[src/rtl/axi4lite_if.sv]
// AXI4-Lite bus bundle shared by the master and the slave it drives.
// Master modport drives AW/W/AR and BREADY/RREADY; slave modport is the mirror image.
interface axi4lite_if #(
  parameter int ADDR_W = 8,
  parameter int DATA_W = 32,
  parameter int STRB_W = DATA_W / 8
);
  logic              awvalid;
  logic              awready;
  logic [ADDR_W-1:0] awaddr;
  logic [2:0]        awprot;

  logic              wvalid;
  logic              wready;
  logic [DATA_W-1:0] wdata;
  logic [STRB_W-1:0] wstrb;

  logic              bvalid;
  logic              bready;
  logic [1:0]        bresp;

  logic              arvalid;
  logic              arready;
  logic [ADDR_W-1:0] araddr;
  logic [2:0]        arprot;

  logic              rvalid;
  logic              rready;
  logic [DATA_W-1:0] rdata;
  logic [1:0]        rresp;

  modport master (
    output awvalid, awaddr, awprot,
    input  awready,
    output wvalid, wdata, wstrb,
    input  wready,
    input  bvalid, bresp,
    output bready,
    output arvalid, araddr, arprot,
    input  arready,
    input  rvalid, rdata, rresp,
    output rready
  );

  modport slave (
    input  awvalid, awaddr, awprot,
    output awready,
    input  wvalid, wdata, wstrb,
    output wready,
    output bvalid, bresp,
    input  bready,
    input  arvalid, araddr, arprot,
    output arready,
    output rvalid, rdata, rresp,
    input  rready
  );
endinterface

[src/rtl/axi4lite_master.sv]
// Single-outstanding AXI4-Lite initiator: one local command in, one AXI transaction out,
// one response back. Every output is a register; no input reaches an output combinationally.
module axi4lite_master #(
  parameter int DATA_W = 32,
  parameter int ADDR_W = 8,
  localparam int STRB_W = DATA_W / 8
) (
  input  logic              i_clk,
  input  logic              i_reset,
  // Handshakes: a transfer happens on the rising edge where valid and ready are both high;
  // a valid, once raised, holds its payload stable until that edge and never waits on ready.
  input  logic              i_cmd_valid,
  output logic              o_cmd_ready,
  input  logic              i_cmd_write,
  input  logic [ADDR_W-1:0] i_cmd_addr,
  input  logic [DATA_W-1:0] i_cmd_wdata,
  input  logic [STRB_W-1:0] i_cmd_wstrb,
  output logic              o_rsp_valid,
  input  logic              i_rsp_ready,
  output logic              o_rsp_write,
  output logic [DATA_W-1:0] o_rsp_rdata,
  output logic [1:0]        o_rsp_resp,
  output logic              o_busy,
  output logic [2:0]        o_dbg_state,
  axi4lite_if.master        m_axi
);

  typedef enum logic [2:0] {
    S_IDLE    = 3'd0,
    S_WR_REQ  = 3'd1,
    S_WR_RESP = 3'd2,
    S_RD_REQ  = 3'd3,
    S_RD_RESP = 3'd4,
    S_RESP    = 3'd5
  } state_t;

  state_t r_state, w_state_n;

  logic              r_cmd_ready, w_cmd_ready_n;
  logic              r_busy,      w_busy_n;
  logic              r_write,     w_write_n;
  logic [ADDR_W-1:0] r_addr,      w_addr_n;
  logic [DATA_W-1:0] r_wdata,     w_wdata_n;
  logic [STRB_W-1:0] r_wstrb,     w_wstrb_n;
  logic              r_awvalid,   w_awvalid_n;
  logic              r_wvalid,    w_wvalid_n;
  logic              r_aw_done,   w_aw_done_n;
  logic              r_w_done,    w_w_done_n;
  logic              r_bready,    w_bready_n;
  logic              r_arvalid,   w_arvalid_n;
  logic              r_rready,    w_rready_n;
  logic              r_rsp_valid, w_rsp_valid_n;
  logic              r_rsp_write, w_rsp_write_n;
  logic [DATA_W-1:0] r_rsp_rdata, w_rsp_rdata_n;
  logic [1:0]        r_rsp_resp,  w_rsp_resp_n;
  logic              w_aw_fin;
  logic              w_w_fin;

  always_ff @(posedge i_clk) begin
    if (i_reset) begin
      r_state <= S_IDLE;
    end else begin
      r_state <= w_state_n;
    end
  end

  always_comb begin
    w_state_n     = r_state;
    w_cmd_ready_n = r_cmd_ready;
    w_write_n     = r_write;
    w_addr_n      = r_addr;
    w_wdata_n     = r_wdata;
    w_wstrb_n     = r_wstrb;
    w_awvalid_n   = r_awvalid;
    w_wvalid_n    = r_wvalid;
    w_aw_done_n   = r_aw_done;
    w_w_done_n    = r_w_done;
    w_bready_n    = r_bready;
    w_arvalid_n   = r_arvalid;
    w_rready_n    = r_rready;
    w_rsp_valid_n = r_rsp_valid;
    w_rsp_write_n = r_rsp_write;
    w_rsp_rdata_n = r_rsp_rdata;
    w_rsp_resp_n  = r_rsp_resp;

    // AW and W complete independently, in either order or together.
    w_aw_fin = r_aw_done | (r_awvalid & m_axi.awready);
    w_w_fin  = r_w_done  | (r_wvalid  & m_axi.wready);

    case (r_state)
      S_IDLE: begin
        w_cmd_ready_n = 1'b1;
        if (r_cmd_ready && i_cmd_valid) begin
          w_cmd_ready_n = 1'b0;
          w_write_n     = i_cmd_write;
          w_addr_n      = i_cmd_addr;
          w_wdata_n     = i_cmd_wdata;
          w_wstrb_n     = i_cmd_wstrb;
          if (i_cmd_write) begin
            w_state_n   = S_WR_REQ;
            w_awvalid_n = 1'b1;
            w_wvalid_n  = 1'b1;
            w_aw_done_n = 1'b0;
            w_w_done_n  = 1'b0;
          end else begin
            w_state_n   = S_RD_REQ;
            w_arvalid_n = 1'b1;
          end
        end
      end

      S_WR_REQ: begin
        w_awvalid_n = r_awvalid & ~m_axi.awready;
        w_wvalid_n  = r_wvalid  & ~m_axi.wready;
        w_aw_done_n = w_aw_fin;
        w_w_done_n  = w_w_fin;
        if (w_aw_fin && w_w_fin) begin
          w_state_n   = S_WR_RESP;
          w_aw_done_n = 1'b0;
          w_w_done_n  = 1'b0;
          w_bready_n  = 1'b1;
        end
      end

      S_WR_RESP: begin
        if (r_bready && m_axi.bvalid) begin
          w_state_n     = S_RESP;
          w_bready_n    = 1'b0;
          w_rsp_valid_n = 1'b1;
          w_rsp_write_n = r_write;
          w_rsp_rdata_n = '0;
          w_rsp_resp_n  = m_axi.bresp;
        end
      end

      S_RD_REQ: begin
        if (r_arvalid && m_axi.arready) begin
          w_state_n   = S_RD_RESP;
          w_arvalid_n = 1'b0;
          w_rready_n  = 1'b1;
        end
      end

      S_RD_RESP: begin
        if (r_rready && m_axi.rvalid) begin
          w_state_n     = S_RESP;
          w_rready_n    = 1'b0;
          w_rsp_valid_n = 1'b1;
          w_rsp_write_n = r_write;
          w_rsp_rdata_n = m_axi.rdata;
          w_rsp_resp_n  = m_axi.rresp;
        end
      end

      S_RESP: begin
        if (i_rsp_ready) begin
          w_state_n     = S_IDLE;
          w_rsp_valid_n = 1'b0;
          w_cmd_ready_n = 1'b1;
        end
      end

      default: begin
        w_state_n     = S_IDLE;
        w_cmd_ready_n = 1'b0;
        w_awvalid_n   = 1'b0;
        w_wvalid_n    = 1'b0;
        w_aw_done_n   = 1'b0;
        w_w_done_n    = 1'b0;
        w_bready_n    = 1'b0;
        w_arvalid_n   = 1'b0;
        w_rready_n    = 1'b0;
        w_rsp_valid_n = 1'b0;
      end
    endcase

    w_busy_n = (w_state_n != S_IDLE);
  end

  // cmd_ready stays low through reset and rises at the first edge that samples reset low.
  always_ff @(posedge i_clk) begin
    if (i_reset) begin
      r_cmd_ready <= 1'b0;
      r_busy      <= 1'b0;
      r_write     <= 1'b0;
      r_addr      <= '0;
      r_wdata     <= '0;
      r_wstrb     <= '0;
      r_awvalid   <= 1'b0;
      r_wvalid    <= 1'b0;
      r_aw_done   <= 1'b0;
      r_w_done    <= 1'b0;
      r_bready    <= 1'b0;
      r_arvalid   <= 1'b0;
      r_rready    <= 1'b0;
      r_rsp_valid <= 1'b0;
      r_rsp_write <= 1'b0;
      r_rsp_rdata <= '0;
      r_rsp_resp  <= '0;
    end else begin
      r_cmd_ready <= w_cmd_ready_n;
      r_busy      <= w_busy_n;
      r_write     <= w_write_n;
      r_addr      <= w_addr_n;
      r_wdata     <= w_wdata_n;
      r_wstrb     <= w_wstrb_n;
      r_awvalid   <= w_awvalid_n;
      r_wvalid    <= w_wvalid_n;
      r_aw_done   <= w_aw_done_n;
      r_w_done    <= w_w_done_n;
      r_bready    <= w_bready_n;
      r_arvalid   <= w_arvalid_n;
      r_rready    <= w_rready_n;
      r_rsp_valid <= w_rsp_valid_n;
      r_rsp_write <= w_rsp_write_n;
      r_rsp_rdata <= w_rsp_rdata_n;
      r_rsp_resp  <= w_rsp_resp_n;
    end
  end

  assign o_cmd_ready = r_cmd_ready;
  assign o_busy      = r_busy;
  assign o_rsp_valid = r_rsp_valid;
  assign o_rsp_write = r_rsp_write;
  assign o_rsp_rdata = r_rsp_rdata;
  assign o_rsp_resp  = r_rsp_resp;
  assign o_dbg_state = r_state;

  // One address register serves both AW and AR; only one of them is ever valid.
  assign m_axi.awvalid = r_awvalid;
  assign m_axi.awaddr  = r_addr;
  assign m_axi.awprot  = 3'b000;
  assign m_axi.wvalid  = r_wvalid;
  assign m_axi.wdata   = r_wdata;
  assign m_axi.wstrb   = r_wstrb;
  assign m_axi.bready  = r_bready;
  assign m_axi.arvalid = r_arvalid;
  assign m_axi.araddr  = r_addr;
  assign m_axi.arprot  = 3'b000;
  assign m_axi.rready  = r_rready;

endmodule

[src/flat_wrapper.sv]
// flat-port wrapper written by rule: the top's interface ports become plain ports
module axi4lite_master_flat 
#(
  parameter int DATA_W = 32,
  parameter int ADDR_W = 8,
  localparam int STRB_W = DATA_W / 8
)
  (i_clk, i_reset, i_cmd_valid, o_cmd_ready, i_cmd_write, i_cmd_addr, i_cmd_wdata, i_cmd_wstrb, o_rsp_valid, i_rsp_ready, o_rsp_write, o_rsp_rdata, o_rsp_resp, o_busy, o_dbg_state, m_axi_awvalid, m_axi_awaddr, m_axi_awprot, m_axi_awready, m_axi_wvalid, m_axi_wdata, m_axi_wstrb, m_axi_wready, m_axi_bvalid, m_axi_bresp, m_axi_bready, m_axi_arvalid, m_axi_araddr, m_axi_arprot, m_axi_arready, m_axi_rvalid, m_axi_rdata, m_axi_rresp, m_axi_rready);
  axi4lite_if #(.ADDR_W(ADDR_W), .DATA_W(DATA_W)) m_axi_i ();
  input  logic i_clk;
  input  logic i_reset;
  input  logic i_cmd_valid;
  output logic o_cmd_ready;
  input  logic i_cmd_write;
  input  logic [ADDR_W-1:0] i_cmd_addr;
  input  logic [DATA_W-1:0] i_cmd_wdata;
  input  logic [STRB_W-1:0] i_cmd_wstrb;
  output logic o_rsp_valid;
  input  logic i_rsp_ready;
  output logic o_rsp_write;
  output logic [DATA_W-1:0] o_rsp_rdata;
  output logic [1:0] o_rsp_resp;
  output logic o_busy;
  output logic [2:0] o_dbg_state;
  output wire logic [$bits(m_axi_i.awvalid)-1:0] m_axi_awvalid;
  output wire logic [$bits(m_axi_i.awaddr)-1:0] m_axi_awaddr;
  output wire logic [$bits(m_axi_i.awprot)-1:0] m_axi_awprot;
  input wire logic [$bits(m_axi_i.awready)-1:0] m_axi_awready;
  output wire logic [$bits(m_axi_i.wvalid)-1:0] m_axi_wvalid;
  output wire logic [$bits(m_axi_i.wdata)-1:0] m_axi_wdata;
  output wire logic [$bits(m_axi_i.wstrb)-1:0] m_axi_wstrb;
  input wire logic [$bits(m_axi_i.wready)-1:0] m_axi_wready;
  input wire logic [$bits(m_axi_i.bvalid)-1:0] m_axi_bvalid;
  input wire logic [$bits(m_axi_i.bresp)-1:0] m_axi_bresp;
  output wire logic [$bits(m_axi_i.bready)-1:0] m_axi_bready;
  output wire logic [$bits(m_axi_i.arvalid)-1:0] m_axi_arvalid;
  output wire logic [$bits(m_axi_i.araddr)-1:0] m_axi_araddr;
  output wire logic [$bits(m_axi_i.arprot)-1:0] m_axi_arprot;
  input wire logic [$bits(m_axi_i.arready)-1:0] m_axi_arready;
  input wire logic [$bits(m_axi_i.rvalid)-1:0] m_axi_rvalid;
  input wire logic [$bits(m_axi_i.rdata)-1:0] m_axi_rdata;
  input wire logic [$bits(m_axi_i.rresp)-1:0] m_axi_rresp;
  output wire logic [$bits(m_axi_i.rready)-1:0] m_axi_rready;
  assign m_axi_awvalid = m_axi_i.awvalid;
  assign m_axi_awaddr = m_axi_i.awaddr;
  assign m_axi_awprot = m_axi_i.awprot;
  assign m_axi_i.awready = m_axi_awready;
  assign m_axi_wvalid = m_axi_i.wvalid;
  assign m_axi_wdata = m_axi_i.wdata;
  assign m_axi_wstrb = m_axi_i.wstrb;
  assign m_axi_i.wready = m_axi_wready;
  assign m_axi_i.bvalid = m_axi_bvalid;
  assign m_axi_i.bresp = m_axi_bresp;
  assign m_axi_bready = m_axi_i.bready;
  assign m_axi_arvalid = m_axi_i.arvalid;
  assign m_axi_araddr = m_axi_i.araddr;
  assign m_axi_arprot = m_axi_i.arprot;
  assign m_axi_i.arready = m_axi_arready;
  assign m_axi_i.rvalid = m_axi_rvalid;
  assign m_axi_i.rdata = m_axi_rdata;
  assign m_axi_i.rresp = m_axi_rresp;
  assign m_axi_rready = m_axi_i.rready;
  axi4lite_master #(.DATA_W(DATA_W), .ADDR_W(ADDR_W)) u_core (.i_clk(i_clk), .i_reset(i_reset), .i_cmd_valid(i_cmd_valid), .o_cmd_ready(o_cmd_ready), .i_cmd_write(i_cmd_write), .i_cmd_addr(i_cmd_addr), .i_cmd_wdata(i_cmd_wdata), .i_cmd_wstrb(i_cmd_wstrb), .o_rsp_valid(o_rsp_valid), .i_rsp_ready(i_rsp_ready), .o_rsp_write(o_rsp_write), .o_rsp_rdata(o_rsp_rdata), .o_rsp_resp(o_rsp_resp), .o_busy(o_busy), .o_dbg_state(o_dbg_state), .m_axi(m_axi_i));
endmodule
[config.mk]
export PLATFORM = sky130hd
export DESIGN_NAME = axi4lite_master_flat
export DESIGN_NICKNAME = d
export VERILOG_FILES = /design/src/rtl/axi4lite_if.sv /design/src/rtl/axi4lite_master.sv /design/src/flat_wrapper.sv
export SDC_FILE = /design/constraint.sdc
export NUM_CORES = 1
export LEC_CHECK = 0
export ABC_AREA = 1
export CORE_UTILIZATION = 43
export CTS_CLUSTER_DIAMETER = 30
export DETAILED_ROUTE_END_ITERATION = 6
export GPL_TIMING_DRIVEN = 0
export PLACE_DENSITY_LB_ADDON = 0.3
export SLEW_MARGIN = 20
export SYNTH_ARGS = -nofsm -noshare
export SYNTH_HDL_FRONTEND = slang
export SYNTH_SLANG_ARGS = --single-unit
export TNS_END_PERCENT = 5
[constraint.sdc]
create_clock -name i_clk -period 2.8 [get_ports i_clk]
set_clock_uncertainty 0.2 [all_clocks]
set_input_delay 0.56 -clock i_clk [delete_from_list [all_inputs] [get_ports i_clk]]
set_output_delay 0.56 -clock i_clk [all_outputs]
set_load 0.005 [all_outputs]
# Word-level counts from Yosys, hierarchy flattened
# Cells that the tools add are included.
dict set report word_totals {
  register_bits 93
  in_bits 90
  output_inout_bits 104
  word_cells 111
}
dict set report op_classes {
  eq_ne 13
  muxes 44
  bitwise_logic 14
  reduce_logical 22
}
# cell n
set op_table {}
lappend op_table {{32-bit two-way mux} 2}
lappend op_table {{32-bit one-hot mux with 2 select lines} 1}
lappend op_table {{1-bit one-hot mux with 3 select lines} 8}
lappend op_table {{1-bit two-way mux} 20}
lappend op_table {{4-bit OR reduction} 5}
lappend op_table {{3-bit two-way mux} 6}
lappend op_table {{3-bit one-hot mux with 6 select lines} 1}
lappend op_table {{3-bit AND reduction} 4}
lappend op_table {{2-bit by 1-bit inequality test with 1-bit output (second input constant)} 5}
lappend op_table {{1-bit inverter} 8}
lappend op_table {{4-bit AND reduction} 2}
lappend op_table {{3-bit by 2-bit == test with 1-bit output (second input constant)} 2}
lappend op_table {{3-bit == test (second input constant)} 2}
lappend op_table {{2-bit two-way mux} 3}
lappend op_table {{2-bit inequality test (second input constant)} 3}
lappend op_table {{1-bit logical AND} 5}
lappend op_table {{1-bit AND} 4}
lappend op_table {{1-bit one-hot mux with 4 select lines} 1}
lappend op_table {{2-bit one-hot mux with 2 select lines} 1}
lappend op_table {{2-bit AND reduction} 2}
lappend op_table {{3-bit by 1-bit == test with 1-bit output (second input constant)} 1}
lappend op_table {{3-bit zero test} 1}
lappend op_table {{3-bit nonzero test} 1}
lappend op_table {{3-bit OR reduction} 1}
lappend op_table {{other kinds (3)} 4}

# Logic depth before layout (Yosys ltp)
dict set report depth {
  depth_word 6
  mapped_depth 10
  mapped_depth_nobuf 9
}

# Worst setup path after synthesis
# No wires, ideal clock.
dict set report synth_path {
  kind {input-to-reg}
  from {in m_axi_bvalid}
  to {reg u_core.r_rsp_rdata[10] (netlist: u_core.o_rsp_rdata[10])}
  setup_time_ps 115
  arrival_ps 1220
  required_ps 2485
  path_slack_ps 1265
  path_stages 8
  n_path_buf 2
  path_cell_list {nand2_1 -> inv_1 -> nand3_4 -> nand2_2 -> buf_6 -> buf_6 -> o21ai_1 -> nor2_1}
}
dict set report synth_via {
  elab_chain_len 3
}
# item line
set synth_lines {}
lappend synth_lines {{start: declaration} flat_wrapper.sv:33} ;# input wire logic [$bits(m_axi_i.bvalid)-1:0] m_axi_bvalid;
lappend synth_lines {{1-bit logical AND} axi4lite_master.sv:126} ;# if (r_bready && m_axi.bvalid) begin
lappend synth_lines {{2-bit by 1-bit inequality test with 1-bit output (no source line)} -}
lappend synth_lines {{3-bit AND reduction (no source line)} -}
lappend synth_lines {{end signal: assignment} axi4lite_master.sv:216} ;# r_rsp_rdata <= w_rsp_rdata_n;
lappend synth_lines {{end: declaration} axi4lite_master.sv:54} ;# logic [DATA_W-1:0] r_rsp_rdata, w_rsp_rdata_n;
# Every way passes these cells.
# A chain may end at the register's enable or synchronous reset.

==> results.json <==
{
  "finalHoldViolations": 0,
  "cts_tree": "done",
  "nets": 791,
  "final_antenna_net_count": 0,
  "antenna_cells": 0,
  "rsz0062_at_grt": "false",
  "area_delta_synth_final_pct": 57.9,
  "met3_usage": 0.0923,
  "post-place-ws_ns": 0.190,
  "antenna_found_initial": 0,
  "die_y_um": 96.4,
  "rr_worst_depth": 7,
  "final-setup-viol-count": 0,
  "portBuffers": 187,
  "required_ns": 2.88,
  "min_period_over_period": 0.807,
  "grt_max_degree": 16,
  "num_vias": 3990,
  "ys_ff_latch": 93,
  "synthCells": 498,
  "cp-end-kind": "register",
  "final.min_clock_period_ns": 2.26,
  "avgSynthCellArea_sq_um": 7.70,
  "grtUsageMet2": 0.410,
  "clk_pin_slew_worst_paths_ns": 0.08,
  "post_cts_buffers": 0,
  "io_pins": 194,
  "h-tree-depth": 3,
  "p_per_area_nw_per_um2": 583,
  "rows": 34,
  "n_fill_cell": 713,
  "path_max_fanout": 10,
  "yosysWarnings": 0,
  "cts_resized": 0,
  "core_sq_um": 8680,
  "drtIter0Drc": 119,
  "routed_wl_um": 11000,
  "ys_top_cells_by_area": "dfxtp_1, nor2_1, o21ai_1",
  "synthArstFlopShare": 0,
  "avgRoutedWirePerCell_um": 13.5,
  "min_path_type": "reg2reg",
  "hold_buffers": 0,
  "gr-max-usage-layer": "met2",
  "hold_start": "u_core.r_write",
  "yosys.cell_count.top_type": "nor2_1",
  "ff_latch_area_sq_um": 1860,
  "clock-sinks": 93,
  "clock_latency_ns": 0.35,
  "ir_drop_v": 0.000372,
  "avgViaCountPerCell": 4.90,
  "synth_edf_count": 0,
  "multi_input_area_sq_um": 1570,
  "status": "finished, final reports clean",
  "maxCapViolCount": 0,
  "initial_core_util": 0.442,
  "grt_pass1_vias": 3822,
  "hold_depth": 2,
  "cts_buffers": 9,
  "maxSlewViolCount": 0,
  "synth_ff_type": "dfxtp_1",
  "drc": 0,
  "rr_endpoint": "u_core.o_rsp_rdata[27]",
  "min_to": "u_core.r_write",
  "dieWidth_um": 96.4,
  "track_usage": 0.237,
  "setup_tns_ns": 0,
  "yosys.area.top_type": "dfxtp_1",
  "cp-start-kind": "primary input",
  "cts-root-buf": "clkbuf_8",
  "synth.cell_area_sq_um": 3830,
  "grt_first_pass_wirelength_um": 17000,
  "die_area_sq_um": 9290,
  "worstSetupPathType": "in2reg",
  "drive_gt1_frac": 0.0907,
  "r2r_setup_slack_ns": 1.13,
  "synth_commonest_cells": "nor2_1, dfxtp_1, o21ai_1, a21oi_1, nand2_1",
  "synth_cell_types": 26,
  "synth.top_cell.area_share": 0.486,
  "timing.final.ws_setup_ns": 0.539,
  "reg2reg_from": "u_core.o_dbg_state[1]",
  "dr.pass1.iters": 4,
  "cellLeakagePower_nw": 2.59,
  "hpwl_um": 8380,
  "crit_arrival_ns": 2.34,
  "grt_overflow": 0,
  "ys_seq_area_frac": 0.486,
  "gr-usage-met1": 0.263,
  "fmax_mhz": 442,
  "place_congestion": 0.852,
  "cts_buffer_depth": 2
}
==> worst max-delay path by stage <==
stage	cells past startpoint	from	to	slack [ns]
floorplan	8	m_axi_bvalid	u_core.o_rsp_rdata[10]	1.27
global placement	6	i_reset	u_core.m_axi.araddr[7]	0.25
detailed placement	6	i_reset	u_core.m_axi.wdata[31]	0.19
CTS	6	i_reset	u_core.m_axi.wdata[31]	0.55
global route	6	i_reset	u_core.m_axi.wdata[31]	0.43
finish	6	i_reset	u_core.m_axi.wdata[31]	0.54
==> layout make-up <==
class                   instances  share of cell area
clock buffers                  11              0.0217
inverters                      24              0.0153
flip-flops and latches         93               0.308
repair buffers                187               0.309
multi-input cells             341               0.259
clock inverters                 5              0.0101
well taps                     108              0.0223
plain buffers                  45              0.0544
==> registers in the layout (all words and copies together) (netlist names), 2 cells and up <==
register and cells:
u_core.o_rsp_rdata 32, u_core.o_rsp_resp 2, u_core.m_axi.araddr 8, u_core.m_axi.wdata 32
u_core.m_axi.wstrb 4, u_core.o_dbg_state 3
==> cells by family (layout without fill, tap and decap cells) <==
logic type,Yosys count,count (layout),synth area share
AO/OA/AOI/OAI,130,130,0.173
AND/OR/NAND/NOR,205,205,0.230
flip-flops,93,93,0.486
other,1,6,0.000978
buffers and inverters,69,272,0.110
==> layer usage <==
| metal | vias to the layer above | share of wire |
|---|---|---|
| met2 | 159 | 0.50 |
| met1 | 1807 | 0.40 |
| met3 | 15 | 0.092 |
| met4 | 0 | 0.015 |
| li1 | 2009 | - |
| met5 | - | 0 |
==> per-stage QoR <==
stage | cell area, sq um | hold WS (ns) | util | cells | power [mW]
detailed placement | 5860 | 0.249 | 0.675 | 798 | 2.67
CTS | 6050 | 0.260 | 0.697 | 814 | 3.55
global placement | 5860 | 0.239 | 0.675 | 798 | 2.64
global route | 6050 | 0.284 | 0.697 | 814 | 3.72
finish | 6050 | 0.258 | 0.697 | 814 | 3.53
floorplan | 3850 | 0.227 | - | 503 | 2.08
==> critical path, stage by stage <==
cell             delay (ns)
clkdlybuf4s50_1        0.58
inv_1                  0.24
buf_2                  0.28
clkbuf_1               0.38
o21ai_0                0.17
nor2_1                 0.11
==> power breakdown <==
group,internal [mW],switching [mW]
clock,0.415,0.473
sequential,1.48,0.0945
combinational,0.609,0.456
==> cell usage in the layout, fill, tap and decap left out <==
cell type / count
nand4_1: 4
nand2_2: 3
bufinv_16: 1
nand2_4: 1
nand3_1: 16
o21bai_1: 1
nor2_2: 1
inv_2: 2
buf_6: 4
clkinv_4: 1
clkbuf_8: 9
o21ai_0: 21
inv_4: 1
buf_2: 14
o21ai_1: 60
a21oi_1: 46
clkdlybuf4s50_1: 187
nand3_4: 1
clkinvlp_4: 3
clkbuf_1: 9
nand2_1: 43
o211a_1: 2
inv_1: 21
buf_4: 15
nor2_4: 1
nand3b_1: 3
conb_1: 6
nor2_1: 130
nor2_8: 2
dfxtp_1: 93
buf_8: 5
Power figures use the tool's default switching activity.
